## config.mk

```make
export PLATFORM = sky130hd
export DESIGN_NAME = ama_riscv_imm_enc
export DESIGN_NICKNAME = d
export VERILOG_FILES = /design/src/rtl/ama_riscv_imm_pkg.sv /design/src/rtl/ama_riscv_imm_pack.sv /design/src/rtl/ama_riscv_imm_enc.sv
export SDC_FILE = /design/constraint.sdc
export NUM_CORES = 1
export LEC_CHECK = 0
export CORE_MARGIN = 1
export CORE_UTILIZATION = 45
export DETAILED_ROUTE_END_ITERATION = 8
export GPL_TIMING_DRIVEN = 0
export PLACE_DENSITY = 0.73
export SLEW_MARGIN = 20
export SYNTH_ARGS = -nofsm -noshare
export SYNTH_HDL_FRONTEND = slang
export SYNTH_SLANG_ARGS = --single-unit
```

## constraint.sdc

```tcl
create_clock -name clk -period 1.85 [get_ports clk]
set_input_delay 0.37 -clock clk [delete_from_list [all_inputs] [get_ports clk]]
set_output_delay 0.37 -clock clk [all_outputs]
set_load 0.03 [all_outputs]
```

## src/rtl/ama_riscv_imm_pkg.sv

```systemverilog
// Shared select codes, error codes and helpers for the immediate encoder.
// Optional round-trip self-check is enabled by IMM_ENC_ROUNDTRIP_CHK_EN.
package ama_riscv_imm_pkg;

   localparam logic [2:0] IG_DISABLED = 3'b000;
   localparam logic [2:0] IG_I        = 3'b001;
   localparam logic [2:0] IG_S        = 3'b010;
   localparam logic [2:0] IG_B        = 3'b011;
   localparam logic [2:0] IG_J        = 3'b100;
   localparam logic [2:0] IG_U        = 3'b101;

   localparam logic [1:0] IE_ERR_OK       = 2'b00;
   localparam logic [1:0] IE_ERR_RANGE    = 2'b01;
   localparam logic [1:0] IE_ERR_MISALIGN = 2'b10;
   localparam logic [1:0] IE_ERR_INVALID  = 2'b11;

   localparam logic [4:0] IE_MSB_IS = 5'd11;
   localparam logic [4:0] IE_MSB_B  = 5'd12;
   localparam logic [4:0] IE_MSB_J  = 5'd20;

   // True when imm[31:msb] are all copies of the sign bit
   function automatic logic sign_ok(input logic [31:0] imm,
                                    input logic [4:0]  msb);
      logic [31:0] t;
      t = $unsigned($signed(imm) >>> msb);
      return (t == '0) || (t == '1);
   endfunction

   function automatic logic [31:0] rt_decode(input logic [2:0]  sel,
                                             input logic [31:0] w);
      logic [31:0] r;
      r = '0;
      unique case (1'b1)
         (sel == IG_I): r = {{20{w[31]}}, w[31:20]};
         (sel == IG_S): r = {{20{w[31]}}, w[31:25], w[11:7]};
         (sel == IG_B): r = {{19{w[31]}}, w[31], w[7], w[30:25],
                             w[11:8], 1'b0};
         (sel == IG_J): r = {{11{w[31]}}, w[31], w[19:12], w[20],
                             w[30:21], 1'b0};
         (sel == IG_U): r = {w[31:12], 12'b0};
         default:       r = '0;
      endcase
      return r;
   endfunction

endpackage

```

## src/rtl/ama_riscv_imm_pack.sv

```systemverilog
// Combinational scatter of an immediate into instruction bits [31:7]
// plus representability check.
module ama_riscv_imm_pack
   import ama_riscv_imm_pkg::*;
(
   input  logic [2:0]  sel,
   input  logic [31:0] imm,
   input  logic [31:0] base,
   output logic [31:0] word,
   output logic [1:0]  err
);

   always_comb begin
      word = base;
      err  = IE_ERR_OK;
      unique case (1'b1)
         (sel == IG_DISABLED): begin
            word = base;
         end
         (sel == IG_I): begin
            word[31:20] = imm[11:0];
            if (!sign_ok(imm, IE_MSB_IS)) err = IE_ERR_RANGE;
         end
         (sel == IG_S): begin
            word[31:25] = imm[11:5];
            word[11:7]  = imm[4:0];
            if (!sign_ok(imm, IE_MSB_IS)) err = IE_ERR_RANGE;
         end
         (sel == IG_B): begin
            word[31]    = imm[12];
            word[30:25] = imm[10:5];
            word[11:8]  = imm[4:1];
            word[7]     = imm[11];
            if (imm[0])                        err = IE_ERR_MISALIGN;
            else if (!sign_ok(imm, IE_MSB_B))  err = IE_ERR_RANGE;
         end
         (sel == IG_J): begin
            word[31]    = imm[20];
            word[30:21] = imm[10:1];
            word[20]    = imm[11];
            word[19:12] = imm[19:12];
            if (imm[0])                        err = IE_ERR_MISALIGN;
            else if (!sign_ok(imm, IE_MSB_J))  err = IE_ERR_RANGE;
         end
         (sel == IG_U): begin
            word[31:12] = imm[31:12];
            if (imm[11:0] != 12'h000) err = IE_ERR_MISALIGN;
         end
         default: begin
            word = base;
            err  = IE_ERR_INVALID;
         end
      endcase
   end

endmodule

```

## src/rtl/ama_riscv_imm_enc.sv

```systemverilog
// Two-stage valid/ready immediate encoder with saturating error counter.
// IMM_ENC_ROUNDTRIP_CHK_EN adds a sticky re-decode mismatch flag.
module ama_riscv_imm_enc
   import ama_riscv_imm_pkg::*;
#(
   parameter int ERR_CNT_W = 8
) (
   input  logic                 clk,
   input  logic                 rst,
   input  logic                 in_valid,
   output logic                 in_ready,
   input  logic [2:0]           ie_sel,
   input  logic [31:0]          ie_imm,
   input  logic [31:0]          ie_base,
   output logic                 out_valid,
   input  logic                 out_ready,
   output logic [31:0]          ie_out,
   output logic [1:0]           ie_err,
   output logic [ERR_CNT_W-1:0] err_cnt,
   input  logic                 err_cnt_clr,
   output logic                 rt_mismatch
);

   logic        s1_valid;
   logic [2:0]  s1_sel;
   logic [31:0] s1_imm;
   logic [31:0] s1_base;
   logic [31:0] pk_word;
   logic [1:0]  pk_err;
   logic        s1_adv;
   logic        accept;
   logic        out_hs;

   assign s1_adv   = s1_valid && (!out_valid || out_ready);
   assign in_ready = !s1_valid || s1_adv;
   assign accept   = in_valid && in_ready;
   assign out_hs   = out_valid && out_ready;

   always_ff @(posedge clk or negedge rst) begin
      if (!rst) begin
         s1_valid <= 1'b0;
         s1_sel   <= '0;
         s1_imm   <= '0;
         s1_base  <= '0;
      end else if (accept) begin
         s1_valid <= 1'b1;
         s1_sel   <= ie_sel;
         s1_imm   <= ie_imm;
         s1_base  <= ie_base;
      end else if (s1_adv) begin
         s1_valid <= 1'b0;
      end
   end

   ama_riscv_imm_pack u_pack (
      .sel  (s1_sel),
      .imm  (s1_imm),
      .base (s1_base),
      .word (pk_word),
      .err  (pk_err)
   );

   always_ff @(posedge clk or negedge rst) begin
      if (!rst) begin
         out_valid <= 1'b0;
         ie_out    <= '0;
         ie_err    <= IE_ERR_OK;
      end else if (s1_adv) begin
         out_valid <= 1'b1;
         ie_out    <= pk_word;
         ie_err    <= pk_err;
      end else if (out_ready) begin
         out_valid <= 1'b0;
      end
   end

   // Clear wins over a same-cycle errored handshake
   always_ff @(posedge clk or negedge rst) begin
      if (!rst) begin
         err_cnt <= '0;
      end else if (err_cnt_clr) begin
         err_cnt <= '0;
      end else if (out_hs && (ie_err != IE_ERR_OK) && (err_cnt != '1)) begin
         err_cnt <= err_cnt + 1'b1;
      end
   end

`ifdef IMM_ENC_ROUNDTRIP_CHK_EN
   logic [2:0]  s2_sel;
   logic [31:0] s2_imm;
   logic        rt_flag;

   always_ff @(posedge clk or negedge rst) begin
      if (!rst) begin
         s2_sel <= '0;
         s2_imm <= '0;
      end else if (s1_adv) begin
         s2_sel <= s1_sel;
         s2_imm <= s1_imm;
      end
   end

   always_ff @(posedge clk or negedge rst) begin
      if (!rst) begin
         rt_flag <= 1'b0;
      end else if (out_valid && (ie_err == IE_ERR_OK) &&
                   (s2_sel inside {IG_I, IG_S, IG_B, IG_J, IG_U}) &&
                   (rt_decode(s2_sel, ie_out) != s2_imm)) begin
         rt_flag <= 1'b1;
      end
   end

   assign rt_mismatch = rt_flag;
`else
   assign rt_mismatch = 1'b0;
`endif

endmodule

```

==> metrics.txt, run 1 <==
status=completed; Sw Share=0.330; RSZ-0062 raised after global routing=false; combinational share of power=0.303; Core ar.=10,900 µm²; max-cap viol count=0; share of cells above drive strength 1=0.229; pins over their slew limit=0; syn_area_per_cell=12.3 µm²; cells taking the most area after synthesis=dfrtp_1, mux2_2, mux2i_1, nand2_1, o21ai_0; Power Total=0.00723 W; initial antenna violation count=0; Crit path max-delay family=buffers and inverters; all-layer global routing usage=0.226; NetSw=0.00238 W; Placed Area=6420 µm²; CTS tree=yes; CTS buffer count=9; Die X=108 µm; Routed Wire Length=12,200 µm; crit end category=output pin; drt initial violations=212; internal power=0.00485 W; Reg power frac=0.444; Post-Syn Instances=414; slowest stage cell, crit path=clkdlybuf4s50_1; Synth Register Bits=111; nets@finish=614; post-layout instance area=6720 µm²; Mapped Area=5070 µm²; endpoints failing setup=0; leakage=2.89 nW; Rows=38; RePlAce Congestion=0.868; critical-path maximum fanout=2; clock-pin slew on the worst setup and hold paths=80 ps; worst vdd rail ir drop=0.663 mV; Worst-Skew Late Latency=350 ps; syn nets=487; Unique masters post-synth=47; via count=3,784; Num Clock Sinks=111; Layout Area Growth over Synthesis=32.3%; Tmin final=1810 ps; Yosys top cell by area=dfrtp_1; Max Clock Freq=0.554 GHz; vias per inst=5.52; Critical Path RT=1480 ps; CP Cell Sequence=clkdlybuf4s50_1; Synth top area share=0.547; sequential-to-total area share from yosys stat=0.547; Fin. Hold Viols=0; dpl hpwl=9070 µm; Worst Path Buf+Inv=1; Yosys warnings=0; number of nets with antenna violations after routing=0; ys flop type=dfrtp_1; CTS max path bufs=2; proportion of power drawn by the clock network=0.253; Die Ht=108 µm; Final Cycle Share=0.976; Hold WS=442 ps; Final Non-Filler Cells=686; Commonest cells post-synth=dfrtp_1, mux2_2, nand2_1; # H-tree levels=3; Fillers=902; drt drc=0; number of I/O port buffers=114; pin count of the biggest net entering global routing=67; Starting Density=0.464; Setup Skew=8.85 ps; first-pass GRT wire length=20,000 µm; count leader, synth=dfrtp_1; vias in the first global route=3,935; max_slew headroom=0.638; critical path class=register to output pin; DIE AREA=11,700 µm²; PwrDens=1080 nW/µm²; # IOs=117; drt wl/cell=17.8 µm; Post-synth EDFFs=0; root buf cell=clkbuf_16; CP arrival=1440 ps; GRT overflow=0; antenna cells=0; first drt pass iteration count=4; max incr delay on CP=690 ps; startpoint types=register; Hold Crit Class=input pin to register; Synth async-reset ratio=1.00; DP Cell Count=669; Worst Tran Pin Value=544 ps
[stage by stage]
stage          TNS [ps]   util  setup WS (ps)
2_1_floorplan         0      -           55.9
3_3_place_gp    -426770  0.585          -4110
3_5_place_dp     -17390  0.587           -308
4_1_cts               0  0.613           11.9
5_1_grt               0  0.614           4.39
6_report              0  0.614           44.4
[cells by family (layout without fill, tap and decap cells)]
logic type | after synthesis | after routing | synth area share
compound gates | 75 | 75 | 0.0967
xor+xnor | 6 | 6 | 0.0104
fa+ha+maj | 1 | 1 | 0.00247
buf+inv | 30 | 162 | 0.0325
flops | 111 | 111 | 0.547
mux | 100 | 100 | 0.219
other cells | 1 | 1 | 0.000739
simple gates | 90 | 90 | 0.0907
[power groups by stage]
stage	clock network, W	registers [W]	logic (W)
6_report	0.00183	0.00321	0.00219
5_1_grt	0.00196	0.00327	0.00236
4_1_cts	0.00188	0.00321	0.00221
3_5_place_dp	0	0.00325	0.00220
3_3_place_gp	0	0.00324	0.00214
2_1_floorplan	0	0.00358	0.000909
[per-layer routing]
| metal | vias up | global-route usage | wire [µm] | share of wire |
|---|---|---|---|---|
| li1 | 1766 | - | - | - |
| met5 | - | 0 | 0 | 0 |
| met4 | 0 | 0.0812 | 273 | 0.022 |
| met1 | 1848 | 0.297 | 5290 | 0.43 |
| met2 | 145 | 0.359 | 5690 | 0.47 |
| met3 | 25 | 0.0627 | 938 | 0.077 |
[registers in the layout (all words and copies together) (netlist names)]
name / cells
s1_imm: 32
err_cnt: 8
s1_base: 32
s1_sel: 3
ie_err: 2
ie_out: 32
out_valid: 1
s1_valid: 1
[final cells by class]
cell class / count / area, µm² / area share
inverter: 3 / 11.3 / 0.00168
clock inverter: 7 / 55.1 / 0.00820
buffer: 27 / 158 / 0.0235
tap: 140 / 175 / 0.0261
multi-input combinational: 273 / 2130 / 0.318
clock buffer: 9 / 225 / 0.0335
sequential: 111 / 2780 / 0.414
timing repair buffer: 116 / 1180 / 0.175
[final timing paths]
path / end / start / cells after the start / slack (ps)
max: ie_out[7] / ie_out[7]$_DFFE_PN0P_ / 1 / 40
min: err_cnt[3]$_DFFE_PN0P_ / err_cnt_clr / 2 / 440
max reg2reg: err_cnt[4]$_DFFE_PN0P_ / err_cnt[0]$_DFFE_PN0P_ / 5 / 80
min reg2reg: ie_out[24]$_DFFE_PN0P_ / ie_out[24]$_DFFE_PN0P_ / 2 / 500
max in group asynchronous: s1_imm[19]$_DFFE_PN0P_ / rst / 3 / 690
min in group asynchronous: ie_out[25]$_DFFE_PN0P_ / rst / 2 / 500
[repair_timing]
item                                   4_1_cts  5_1_grt
setup endpoints to repair                    6       35
setup buffers                                0        0
hold buffers                                 1        0
resized for setup                            6        8
endpoints found under the hold margin       45        0
[layout by cell type (no fill, tap or decap), types with 2 or more instances in the layout]
cell type,n
nor2b_1,7
o22ai_1,6
or3_1,2
a2111oi_0,6
nor3_1,3
nor2_1,14
o21ai_1,5
clkbuf_1,7
inv_1,3
a31oi_1,2
clkinvlp_4,2
buf_2,10
nor4_1,8
dlymetal6s2s_1,4
mux2_2,79
o21ai_0,24
dfrtp_1,110
dlygate4sd2_1,5
nand4_1,6
nand2_1,34
nand3b_1,2
a221o_1,6
xor2_1,2
buf_6,3
nand3_1,3
a21o_1,2
buf_4,6
mux2i_1,20
clkdlybuf4s50_1,103
xnor2_1,4
nand2b_1,4
clkbuf_16,9
a21oi_1,12
inv_6,3
a22oi_1,5
(Power assumes the default switching activity.)
==> run 2, diff against run 1 <==
--- a/config.mk
+++ b/config.mk
@@ -7,6 +7,7 @@
 export LEC_CHECK = 0
 export CORE_MARGIN = 1
 export CORE_UTILIZATION = 45
+export CTS_CLUSTER_SIZE = 40
 export DETAILED_ROUTE_END_ITERATION = 8
 export GPL_TIMING_DRIVEN = 0
 export PLACE_DENSITY = 0.73
==> constraint.sdc (replaced) <==
create_clock -name clk -period 1.85 [get_ports clk]
set_input_delay 0.2775 -clock clk [delete_from_list [all_inputs] [get_ports clk]]
set_output_delay 0.2775 -clock clk [all_outputs]
set_load 0.03 [all_outputs]
==> run 2 against run 1 <==
Against the previous run:
- utilization barely moved
- power barely moved
- count of clock-buffer cells in the layout did not move
- combinational power barely moved
- clock skew fell by 0.64 ps
- first-iteration DRC count fell by 7.5%
- critical path type unchanged
- largest cell class unchanged
- highest routed layer unchanged
==> metrics.txt, run 2 (synthesis results as in run 1) <==
status=completed; pin count of the biggest net entering global routing=67 (unchanged); Fillers=903 (+0.11%); critical path class=register to output pin; CP arrival=1500 ps (+60 ps); most frequent cells in the layout=clkdlybuf4s50_1, dfrtp_1, mux2_2, nand2_1, o21ai_0; # H-tree levels=3 (unchanged); CTS buffer count=9 (unchanged); combinational share of power=0.303 (about the same); postcts setup bufs=0 (unchanged); slowest stage cell, crit path=clkdlybuf4s50_1; Max Clock Freq=0.562 GHz (+1.5%); Starting Density=0.464 (unchanged); crit end category=output pin; drt initial violations=196 (-7.5%); vias per inst=5.53 (+0.26%); Fin. Hold Viols=0 (unchanged); max_slew headroom=0.641 (+0.00314); Layout Area Growth over Synthesis=32.3% (about the same); worst vdd rail ir drop=0.664 mV (+0.16%); RSZ-0062 raised after global routing=false; CP Cell Sequence=clkdlybuf4s50_1; Die Ht=108 µm (unchanged); leakage=2.82 nW (-2.5%); # IOs=117 (unchanged); Reg power frac=0.444 (about the same); Num Clock Sinks=111 (unchanged); NetSw=0.00239 W (about the same); max incr delay on CP=700 ps (about the same); CTS tree=yes; Die X=108 µm (unchanged); Tmin final=1780 ps (-27.2 ps); number of I/O port buffers=114 (unchanged); number of nets with antenna violations after routing=0 (unchanged); internal power=0.00485 W (about the same); max-cap viol count=0 (unchanged); Hold Crit Class=input pin to register; Final Non-Filler Cells=686 (unchanged); pins over their slew limit=0 (unchanged); leading cell type in the layout, fill and taps excluded=clkdlybuf4s50_1; root buf cell=clkbuf_16; Crit path max-delay family=buffers and inverters; drt drc=0 (unchanged); vias in the first global route=3,937 (+0.051%); DIE AREA=11,700 µm² (unchanged); Sw Share=0.330 (about the same); Worst Path Buf+Inv=1 (unchanged); first-pass GRT wire length=20,000 µm (about the same); all-layer global routing usage=0.226 (about the same); endpoints failing setup=0 (unchanged); PwrDens=1080 nW/µm² (+0.14%); DP Cell Count=669 (unchanged); critical-path maximum fanout=7 (+5); first drt pass iteration count=4 (unchanged); largest registers=ie_out x32, s1_base x32, s1_imm x32; antenna cells=0 (unchanged); Critical Path RT=1570 ps (+90 ps); Worst Tran Pin Value=539 ps (-4.70 ps); clock-pin slew on the worst setup and hold paths=80 ps (about the same); nets@finish=614 (unchanged); Rows=38 (unchanged); Setup Skew=8.20 ps (-0.643 ps); Core ar.=10,900 µm² (unchanged); Hold WS=351 ps (-91.3 ps); startpoint types=register; proportion of power drawn by the clock network=0.253 (about the same); Worst-Skew Late Latency=350 ps (about the same); Final Cycle Share=0.961 (-0.0147); via count=3,794 (+0.26%); initial antenna violation count=0 (unchanged); drt wl/cell=17.7 µm (-0.35%); CTS max path bufs=2 (unchanged); RePlAce Congestion=0.868 (unchanged); share of cells above drive strength 1=0.225 (-0.00366); dpl hpwl=9070 µm (unchanged); Routed Wire Length=12,200 µm (-0.35%); GRT overflow=0 (unchanged)
==> run 2: power by group through the flow <==
stage                     logic [W]  clock network [W]  registers (W)
after floorplan            0.000909                  0        0.00358
after CTS                   0.00221            0.00188        0.00321
after global placement      0.00214                  0        0.00324
after global routing        0.00236            0.00196        0.00327
after detailed placement    0.00220                  0        0.00325
final                       0.00220            0.00183        0.00321
==> run 2: worst paths after layout <==
check | start | cells past startpoint | endpoint | slack [ps]
min | err_cnt_clr | 2 | err_cnt[3]$_DFFE_PN0P_ | 350
min in group asynchronous | rst | 2 | ie_out[25]$_DFFE_PN0P_ | 410
max | err_cnt[3]$_DFFE_PN0P_ | 1 | err_cnt[3] | 70
max reg2reg | err_cnt[0]$_DFFE_PN0P_ | 5 | err_cnt[4]$_DFFE_PN0P_ | 90
max in group asynchronous | rst | 3 | s1_imm[19]$_DFFE_PN0P_ | 770
min reg2reg | ie_out[24]$_DFFE_PN0P_ | 2 | ie_out[24]$_DFFE_PN0P_ | 500
==> run 2: cell type report <==
class / instances / area [µm²] / share of cell area
inverters: 3 / 11.3 / 0.00168
clock buffers: 9 / 225 / 0.0336
plain buffers: 27 / 154 / 0.0229
well taps: 140 / 175 / 0.0261
multi-input cells: 273 / 2130 / 0.318
flip-flops and latches: 111 / 2780 / 0.414
repair buffers: 116 / 1180 / 0.176
clock inverters: 7 / 55.1 / 0.00820
==> run 2: layer usage <==
metal | vias to the layer above | wire length [µm] | global-route usage
li1 | 1769 | - | -
met1 | 1858 | 5310 | 0.296
met2 | 144 | 5660 | 0.359
met3 | 23 | 911 | 0.0627
met4 | 0 | 270 | 0.0812
met5 | - | 0 | 0
==> run 2: repair_timing <==
action / CTS / global route
endpoints found under the setup margin: 1 / 1
resized for setup: 1 / 1
hold buffers: 1 / 0
hold endpoints to repair: 45 / 0
==> run 2: through the flow <==
stage	utilization	setup WS (ps)	instance area [µm²]	setup TNS (ps)	power (W)
floorplan	-	55.9	5080	0	0.00449
global placement	0.585	-4020	6390	-408150	0.00538
global route	0.614	27.4	6710	0	0.00760
finish	0.614	71.6	6710	0	0.00724
CTS	0.614	0.0556	6710	0	0.00731
detailed placement	0.587	-215	6420	-8280	0.00545
==> run 3, diff against run 2 <==
--- a/config.mk
+++ b/config.mk
@@ -5,7 +5,6 @@
 export SDC_FILE = /design/constraint.sdc
 export NUM_CORES = 1
 export LEC_CHECK = 0
-export CORE_MARGIN = 1
 export CORE_UTILIZATION = 45
 export CTS_CLUSTER_SIZE = 40
 export DETAILED_ROUTE_END_ITERATION = 8
==> results of run 3 <==
Final layout, timing and power as in run 2 (identical DEF).
